===== src/rtl/up_fifo_regs_pkg.sv =====
// Shared constants for the uP-bus FIFO register slave: register offsets,
// STATUS/CONTROL bit positions and the request/acknowledge state encoding.
package up_fifo_regs_pkg;

    localparam int RX_FIFO_REG = 'h0;
    localparam int TX_FIFO_REG = 'h4;
    localparam int STATUS_REG  = 'h8;
    localparam int CONTROL_REG = 'hC;

    localparam int STAT_RX_UNDERFLOW = 31;
    localparam int STAT_TX_OVERFLOW  = 30;
    localparam int STAT_RX_COUNT_LSB = 8;
    localparam int STAT_TX_FULL      = 3;
    localparam int STAT_TX_EMPTY     = 2;
    localparam int STAT_RX_FULL      = 1;
    localparam int STAT_RX_EMPTY     = 0;

    localparam int CTRL_RX_FLUSH  = 0;
    localparam int CTRL_TX_FLUSH  = 1;
    localparam int CTRL_TX_ENABLE = 4;

    typedef enum logic [1:0] {
        ST_IDLE    = 2'd0,
        ST_ACK     = 2'd1,
        ST_RELEASE = 2'd2
    } xfer_state_e;

endpackage


===== src/rtl/up_fifo_regs_fifo.sv =====
// Synchronous first-word-fall-through FIFO; head always shows the oldest entry.
// Push is refused when full, pop when empty, and flush overrides both.
module sync_fifo_fwft #(
    parameter int DEPTH = 16,
    parameter int WIDTH = 8
) (
    input  logic                   clk,
    input  logic                   rstn,
    input  logic                   push,
    input  logic [WIDTH-1:0]       push_data,
    input  logic                   pop,
    input  logic                   flush,
    output logic                   empty,
    output logic                   full,
    output logic [$clog2(DEPTH):0] count,
    output logic [WIDTH-1:0]       head
);
    localparam int AW = $clog2(DEPTH);
    localparam int CW = AW + 1;

    logic [WIDTH-1:0] mem_q [DEPTH];
    logic [AW-1:0]    wr_ptr_q, wr_ptr_d;
    logic [AW-1:0]    rd_ptr_q, rd_ptr_d;
    logic [CW-1:0]    count_q, count_d;
    logic             do_push, do_pop;

    assign empty = (count_q == '0);
    assign full  = (count_q == CW'(DEPTH));
    assign count = count_q;
    assign head  = mem_q[rd_ptr_q];

    always_comb begin
        do_push  = push & ~full & ~flush;
        do_pop   = pop & ~empty & ~flush;
        wr_ptr_d = wr_ptr_q;
        rd_ptr_d = rd_ptr_q;
        count_d  = count_q;
        if (flush) begin
            wr_ptr_d = '0;
            rd_ptr_d = '0;
            count_d  = '0;
        end else begin
            if (do_push) wr_ptr_d = wr_ptr_q + AW'(1);
            if (do_pop)  rd_ptr_d = rd_ptr_q + AW'(1);
            count_d = count_q + CW'(do_push) - CW'(do_pop);
        end
    end

    always_ff @(posedge clk) begin
        if (!rstn) begin
            wr_ptr_q <= '0;
            rd_ptr_q <= '0;
            count_q  <= '0;
        end else begin
            wr_ptr_q <= wr_ptr_d;
            rd_ptr_q <= rd_ptr_d;
            count_q  <= count_d;
        end
    end

    // Storage is left unreset; the pointers alone define what is valid.
    always_ff @(posedge clk) begin
        if (do_push) mem_q[wr_ptr_q] <= push_data;
    end

endmodule


===== src/rtl/up_fifo_regs.sv =====
// uP-bus register slave exposing an RX FIFO (filled from AXI-Stream) and a
// TX FIFO (drained to AXI-Stream) plus STATUS and CONTROL registers.
module up_fifo_regs
    import up_fifo_regs_pkg::*;
#(
    parameter int ADDRESS_WIDTH = 14,
    parameter int FIFO_DEPTH    = 16,
    parameter int STREAM_WIDTH  = 8
) (
    input  logic                     clk,
    input  logic                     rstn,
    input  logic                     up_rreq,
    output logic                     up_rack,
    input  logic [ADDRESS_WIDTH-1:0] up_raddr,
    output logic [31:0]              up_rdata,
    input  logic                     up_wreq,
    output logic                     up_wack,
    input  logic [ADDRESS_WIDTH-1:0] up_waddr,
    input  logic [31:0]              up_wdata,
    input  logic [STREAM_WIDTH-1:0]  s_axis_tdata,
    input  logic                     s_axis_tvalid,
    output logic                     s_axis_tready,
    output logic [STREAM_WIDTH-1:0]  m_axis_tdata,
    output logic                     m_axis_tvalid,
    input  logic                     m_axis_tready
);
    localparam int CW = $clog2(FIFO_DEPTH) + 1;

    xfer_state_e       rd_state_q, rd_state_d;
    xfer_state_e       wr_state_q, wr_state_d;
    logic [31:0]       rdata_q, rdata_d;
    logic              rx_underflow_q, rx_underflow_d;
    logic              tx_overflow_q, tx_overflow_d;
    logic              tx_enable_q, tx_enable_d;
    logic              rx_flush_q, rx_flush_d;
    logic              tx_flush_q, tx_flush_d;
    logic              rstn_q;

    logic              rx_pop, tx_push, status_clr, underflow_set, overflow_set;
    logic              rx_empty, rx_full, tx_empty, tx_full;
    logic [CW-1:0]     rx_count, tx_count;
    logic [STREAM_WIDTH-1:0] rx_head, tx_head;
    logic [31:0]       status_word;
    logic              unused_bits;

    assign s_axis_tready = rstn_q & ~rx_full;
    assign m_axis_tvalid = tx_enable_q & ~tx_empty;
    assign m_axis_tdata  = tx_empty ? '0 : tx_head;
    assign up_rack       = (rd_state_q == ST_ACK);
    assign up_wack       = (wr_state_q == ST_ACK);
    assign up_rdata      = rdata_q;
    assign unused_bits   = ^{tx_count, up_wdata};

    sync_fifo_fwft #(.DEPTH(FIFO_DEPTH), .WIDTH(STREAM_WIDTH)) u_rx_fifo (
        .clk       (clk),
        .rstn      (rstn),
        .push      (s_axis_tvalid & s_axis_tready),
        .push_data (s_axis_tdata),
        .pop       (rx_pop),
        .flush     (rx_flush_q),
        .empty     (rx_empty),
        .full      (rx_full),
        .count     (rx_count),
        .head      (rx_head)
    );

    sync_fifo_fwft #(.DEPTH(FIFO_DEPTH), .WIDTH(STREAM_WIDTH)) u_tx_fifo (
        .clk       (clk),
        .rstn      (rstn),
        .push      (tx_push),
        .push_data (up_wdata[STREAM_WIDTH-1:0]),
        .pop       (m_axis_tvalid & m_axis_tready),
        .flush     (tx_flush_q),
        .empty     (tx_empty),
        .full      (tx_full),
        .count     (tx_count),
        .head      (tx_head)
    );

    always_comb begin
        status_word = '0;
        status_word[STAT_RX_UNDERFLOW]        = rx_underflow_q;
        status_word[STAT_TX_OVERFLOW]         = tx_overflow_q;
        status_word[STAT_RX_COUNT_LSB +: 8]   = 8'(rx_count);
        status_word[STAT_TX_FULL]             = tx_full;
        status_word[STAT_TX_EMPTY]            = tx_empty;
        status_word[STAT_RX_FULL]             = rx_full;
        status_word[STAT_RX_EMPTY]            = rx_empty;
    end

    // Read side: the action fires only on the IDLE->ACK step, so a held
    // request can never pop twice.
    always_comb begin
        rd_state_d    = rd_state_q;
        rdata_d       = rdata_q;
        rx_pop        = 1'b0;
        status_clr    = 1'b0;
        underflow_set = 1'b0;
        case (rd_state_q)
            ST_IDLE: begin
                if (up_rreq) begin
                    rd_state_d = ST_ACK;
                    rdata_d    = '0;
                    if (up_raddr == ADDRESS_WIDTH'(RX_FIFO_REG)) begin
                        if (rx_empty) begin
                            underflow_set = 1'b1;
                        end else begin
                            rx_pop  = 1'b1;
                            rdata_d = 32'(rx_head);
                        end
                    end else if (up_raddr == ADDRESS_WIDTH'(STATUS_REG)) begin
                        rdata_d    = status_word;
                        status_clr = 1'b1;
                    end else if (up_raddr == ADDRESS_WIDTH'(CONTROL_REG)) begin
                        rdata_d[CTRL_TX_ENABLE] = tx_enable_q;
                    end
                end
            end
            ST_ACK:     rd_state_d = ST_RELEASE;
            ST_RELEASE: if (!up_rreq) rd_state_d = ST_IDLE;
            default:    rd_state_d = ST_IDLE;
        endcase
        rx_underflow_d = (rx_underflow_q & ~status_clr) | underflow_set;
    end

    always_comb begin
        wr_state_d   = wr_state_q;
        tx_push      = 1'b0;
        overflow_set = 1'b0;
        tx_enable_d  = tx_enable_q;
        rx_flush_d   = 1'b0;
        tx_flush_d   = 1'b0;
        case (wr_state_q)
            ST_IDLE: begin
                if (up_wreq) begin
                    wr_state_d = ST_ACK;
                    if (up_waddr == ADDRESS_WIDTH'(TX_FIFO_REG)) begin
                        if (tx_full) overflow_set = 1'b1;
                        else         tx_push      = 1'b1;
                    end else if (up_waddr == ADDRESS_WIDTH'(CONTROL_REG)) begin
                        tx_enable_d = up_wdata[CTRL_TX_ENABLE];
                        rx_flush_d  = up_wdata[CTRL_RX_FLUSH];
                        tx_flush_d  = up_wdata[CTRL_TX_FLUSH];
                    end
                end
            end
            ST_ACK:     wr_state_d = ST_RELEASE;
            ST_RELEASE: if (!up_wreq) wr_state_d = ST_IDLE;
            default:    wr_state_d = ST_IDLE;
        endcase
        tx_overflow_d = (tx_overflow_q & ~status_clr) | overflow_set;
    end

    always_ff @(posedge clk) begin
        rstn_q <= rstn;
        if (!rstn) begin
            rd_state_q     <= ST_IDLE;
            wr_state_q     <= ST_IDLE;
            rdata_q        <= '0;
            rx_underflow_q <= 1'b0;
            tx_overflow_q  <= 1'b0;
            tx_enable_q    <= 1'b0;
            rx_flush_q     <= 1'b0;
            tx_flush_q     <= 1'b0;
        end else begin
            rd_state_q     <= rd_state_d;
            wr_state_q     <= wr_state_d;
            rdata_q        <= rdata_d;
            rx_underflow_q <= rx_underflow_d;
            tx_overflow_q  <= tx_overflow_d;
            tx_enable_q    <= tx_enable_d;
            rx_flush_q     <= rx_flush_d;
            tx_flush_q     <= tx_flush_d;
        end
    end

endmodule


===== config.mk =====
export PLATFORM = sky130hd
export DESIGN_NAME = up_fifo_regs
export DESIGN_NICKNAME = d
export VERILOG_FILES = /design/src/rtl/up_fifo_regs_pkg.sv /design/src/rtl/up_fifo_regs_fifo.sv /design/src/rtl/up_fifo_regs.sv
export SDC_FILE = /design/constraint.sdc
export NUM_CORES = 1
export LEC_CHECK = 0
export ABC_CLOCK_PERIOD_IN_PS = 3400
export CAP_MARGIN = 0
export CORE_MARGIN = 2
export CORE_UTILIZATION = 52
export CTS_CLUSTER_DIAMETER = 150
export DETAILED_ROUTE_END_ITERATION = 8
export PLACE_DENSITY = 0.76
export SYNTH_ARGS = -nofsm -noshare
export SYNTH_HDL_FRONTEND = slang
export SYNTH_SLANG_ARGS = --single-unit

===== constraint.sdc =====
create_clock -name clk -period 3.4 [get_ports clk]
set_input_delay 0.68 -clock clk [delete_from_list [all_inputs] [get_ports clk]]
set_output_delay 0.68 -clock clk [all_outputs]
set_load 0.05 [all_outputs]

==> results.toml <==
[clock_tree]
numCtsBuffers = 34
htree_levels = 2
numClockSinks = 315
cts_tree = "done"
clk_path_buf_depth = 3
ctsHoldBuffers = 0
clock_latency_ns = 0.50
clock-root-buffer = "clkbuf_16"
clkTransAtPathRegs_ns = 0.06

[synthesis]
synth-async-reset-ratio = 0
synth_edf_count = 256
synth_most_common_cell = "edfxtp_1"
synthAdderAreaFrac = 0.02474
netlist_area_um2 = 12740
synth.avg_cell_area_um2 = 17.15
synthXorXnorAreaFrac = 0.01031
synth_top_area_frac = 0.6033
synth_top_family_by_area = "multiplexers"
yosys-top-cells-count = "edfxtp_1 (256), mux4_2 (72), dfxtp_1 (59)"
synth_area_leader_cell = "edfxtp_1"
ys_ff_latch = 315
synth_compound_gate_area_share = 0.03103
yosys.area_share.simple = 0.07522
synth_seq_area_share = 0.6960
yosysWarnings = 0
synth_cell_types = 52
synth_area_leaders = "edfxtp_1 (60%), mux4_2 (13%), dfxtp_1 (9.3%), ha_1 (2.2%), nor2_1 (1.7%)"
muxShareOfSynthArea = 0.1351
ys.flop_type = "edfxtp_1"
synth_cells = 743

[sta]
setup_ws_ns = 0.1650
final_hold_viol_count = 0
worst_pin_slew_ns = 0.9774
fin_tns_setup_ns = 0
finClkSkew_ns = 0.01465
setup_violations = 0
post-route-period-util = 0.9515
max_slew_margin = 0.3475
min_period_ns = 3.235
slew_viol_final = 0
rsz0062_at_grt = "false"
max_freq_mhz = 309.1

[place]
gp_congestion = 0.7510
io_buffers = 76
dp_hpwl_um = 16560
dp_cells = 1169
place_ws_ns = -0.5127

[route]
finalWirelength_um = 25580
drcViolationCount = 0
first_iter_violations = 555
drt_pass1_iterations = 5
vias = 6818
ant_nets = 0
via_per_inst = 5.534
post_drt_wl_per_cell_um = 20.76

[flow_run]
maxCapViolCount = 0

[setup_path]
criticalPathCategory = "input pin to register"
startpoint_type = "input pin"
arrival_ns = 3.65
cp_max_fo = 2
critPathRequiredTime_ns = 3.81
endpoint_kind = "register"
reg2reg_slack_ns = 0.39

[power]
peakVddDrop_mv = 0.4715
p_per_area_nw_per_um2 = 532.6
total_power_w = 0.008226
leakage_nw = 5.191

[global_routing]
grt_pass1_vias = 7174
grt-ovfl-total = 0
grt_max_degree = 33
grt_pass1_wl_um = 39510
antenna_found_initial = 1
grt_usage = 0.2019

[floorplan]
die_w_um = 160.5
initial_utilization = 0.5270
core_um2 = 24180
dieArea_um2 = 25770
rows = 57
die_y_um = 160.5
io_pins = 118

[final_layout]
nFillCells = 1652
finalNetCount = 981
post-route-util = 0.6389
stdcell_count = 1232
layout-drive-gt1-share = 0.2304
area_growth_pct = 21.22

[hold_path]
hold_path.class = "register to register"

[outcome]
outcome = "completed"
path summary, 6_finish.rpt:
kind	startpoint	to	depth (start not counted)
hold / removal	tx_overflow_q	tx_overflow_q	2
hold reg to reg	tx_overflow_q	tx_overflow_q	2
setup / recovery	up_raddr[11]	u_rx_fifo.count[4]	14
setup reg to reg	rd_state_q[1]	u_rx_fifo.count[4]	13
metal layers:
layer,up-vias,wire [um],global-route usage,part of all wire
li1,3146,-,-,-
met1,3437,9954,0.2448,0.39
met2,186,13730,0.3674,0.54
met3,49,1147,0.03099,0.045
met4,0,749,0.07371,0.029
met5,-,0,0,0
area by class of cell:
type | instances | area [um^2] | area share
inverters | 26 | 97.59 | 0.006318
diodes | 1 | 2.502 | 0.0001620
well taps | 324 | 405.4 | 0.02625
clock buffers | 41 | 898.4 | 0.05816
clock inverters | 19 | 197.7 | 0.01280
flip-flops and latches | 315 | 8871 | 0.5743
multi-input cells | 371 | 3635 | 0.2353
repair buffers | 135 | 1339 | 0.08667
worst max-delay path, stage by stage:
cell and delay (ns):
clkdlybuf4s50_1 0.40, or4_4 0.42, or4_4 0.44, nor2_4 0.14, nand2_2 0.07, nor2_2 0.11, ha_1 0.15, inv_2 0.04
ha_4 0.15, fa_2 0.36, a21oi_2 0.14, nor2_1 0.06, or3_1 0.36, a21oi_1 0.12
logic make-up (layout without fill, tap and decap cells):
family | after synthesis | count (layout)
XOR/XNOR | 15 | 15
multiplexers | 82 | 82
adder cells (fa/ha/maj) | 24 | 24
AO/OA/AOI/OAI | 60 | 60
AND/OR/NAND/NOR | 173 | 173
buffers and inverters | 73 | 221
other | 1 | 18
flip-flops | 315 | 315
where the power goes:
part	switching (W)	leakage [nW]	internal (W)
Combinational	0.000244	1.87	0.000159
Clock	0.00141	0.537	0.00219
Sequential	0.0000226	2.78	0.00420
placed cells by master, fill, tap and decap left out, types with 4 or more instances in the layout:
master	instances
ha_1	21
nor2b_1	20
buf_4	57
mux4_2	72
clkinv_2	6
clkbuf_16	35
nor3_1	9
nand2_1	19
conb_1	17
nand3_1	9
or3_1	6
clkbuf_1	6
nor2_1	56
inv_1	25
bufinv_16	4
xnor2_1	7
xor2_1	8
clkinv_1	6
a22oi_1	9
a21oi_1	20
dfxtp_1	57
o21ai_0	7
and2_1	11
nand2b_1	5
buf_12	10
clkdlybuf4s50_1	56
or4_4	6
a211o_1	4
edfxtp_1	256
dlymetal6s2s_1	12
a211oi_1	7
mux2i_1	10
what timing repair did:
item	in CTS	in global routing
resized for setup	2	18
pin swaps	1	12
endpoints found under the setup margin	1	2
buffers inserted	0	2
through the flow:
stage	hold WS (ns)	area (um^2)
6_report	0.4767	15450
5_1_grt	0.4900	15450
4_1_cts	0.4737	15380
3_5_place_dp	0.4605	14270
3_3_place_gp	0.4463	14270
2_1_floorplan	0.4316	12820
sequential cells by signal, indices dropped and copies added, names as in the netlist, named ones only:
signal	cells
tx_flush_q	1
rstn_q	1
u_tx_fifo.wr_ptr_q	4
tx_overflow_q	1
up_rdata	15
u_tx_fifo.count	5
u_rx_fifo.count	5
rx_underflow_q	1
u_rx_fifo.wr_ptr_q	4
rd_state_q	2
rx_flush_q	1
u_tx_fifo.mem_q	128
u_rx_fifo.rd_ptr_q	4
u_tx_fifo.rd_ptr_q	4
tx_enable_q	1
u_rx_fifo.mem_q	128
wr_state_q	2
(Power assumes the default switching activity.)
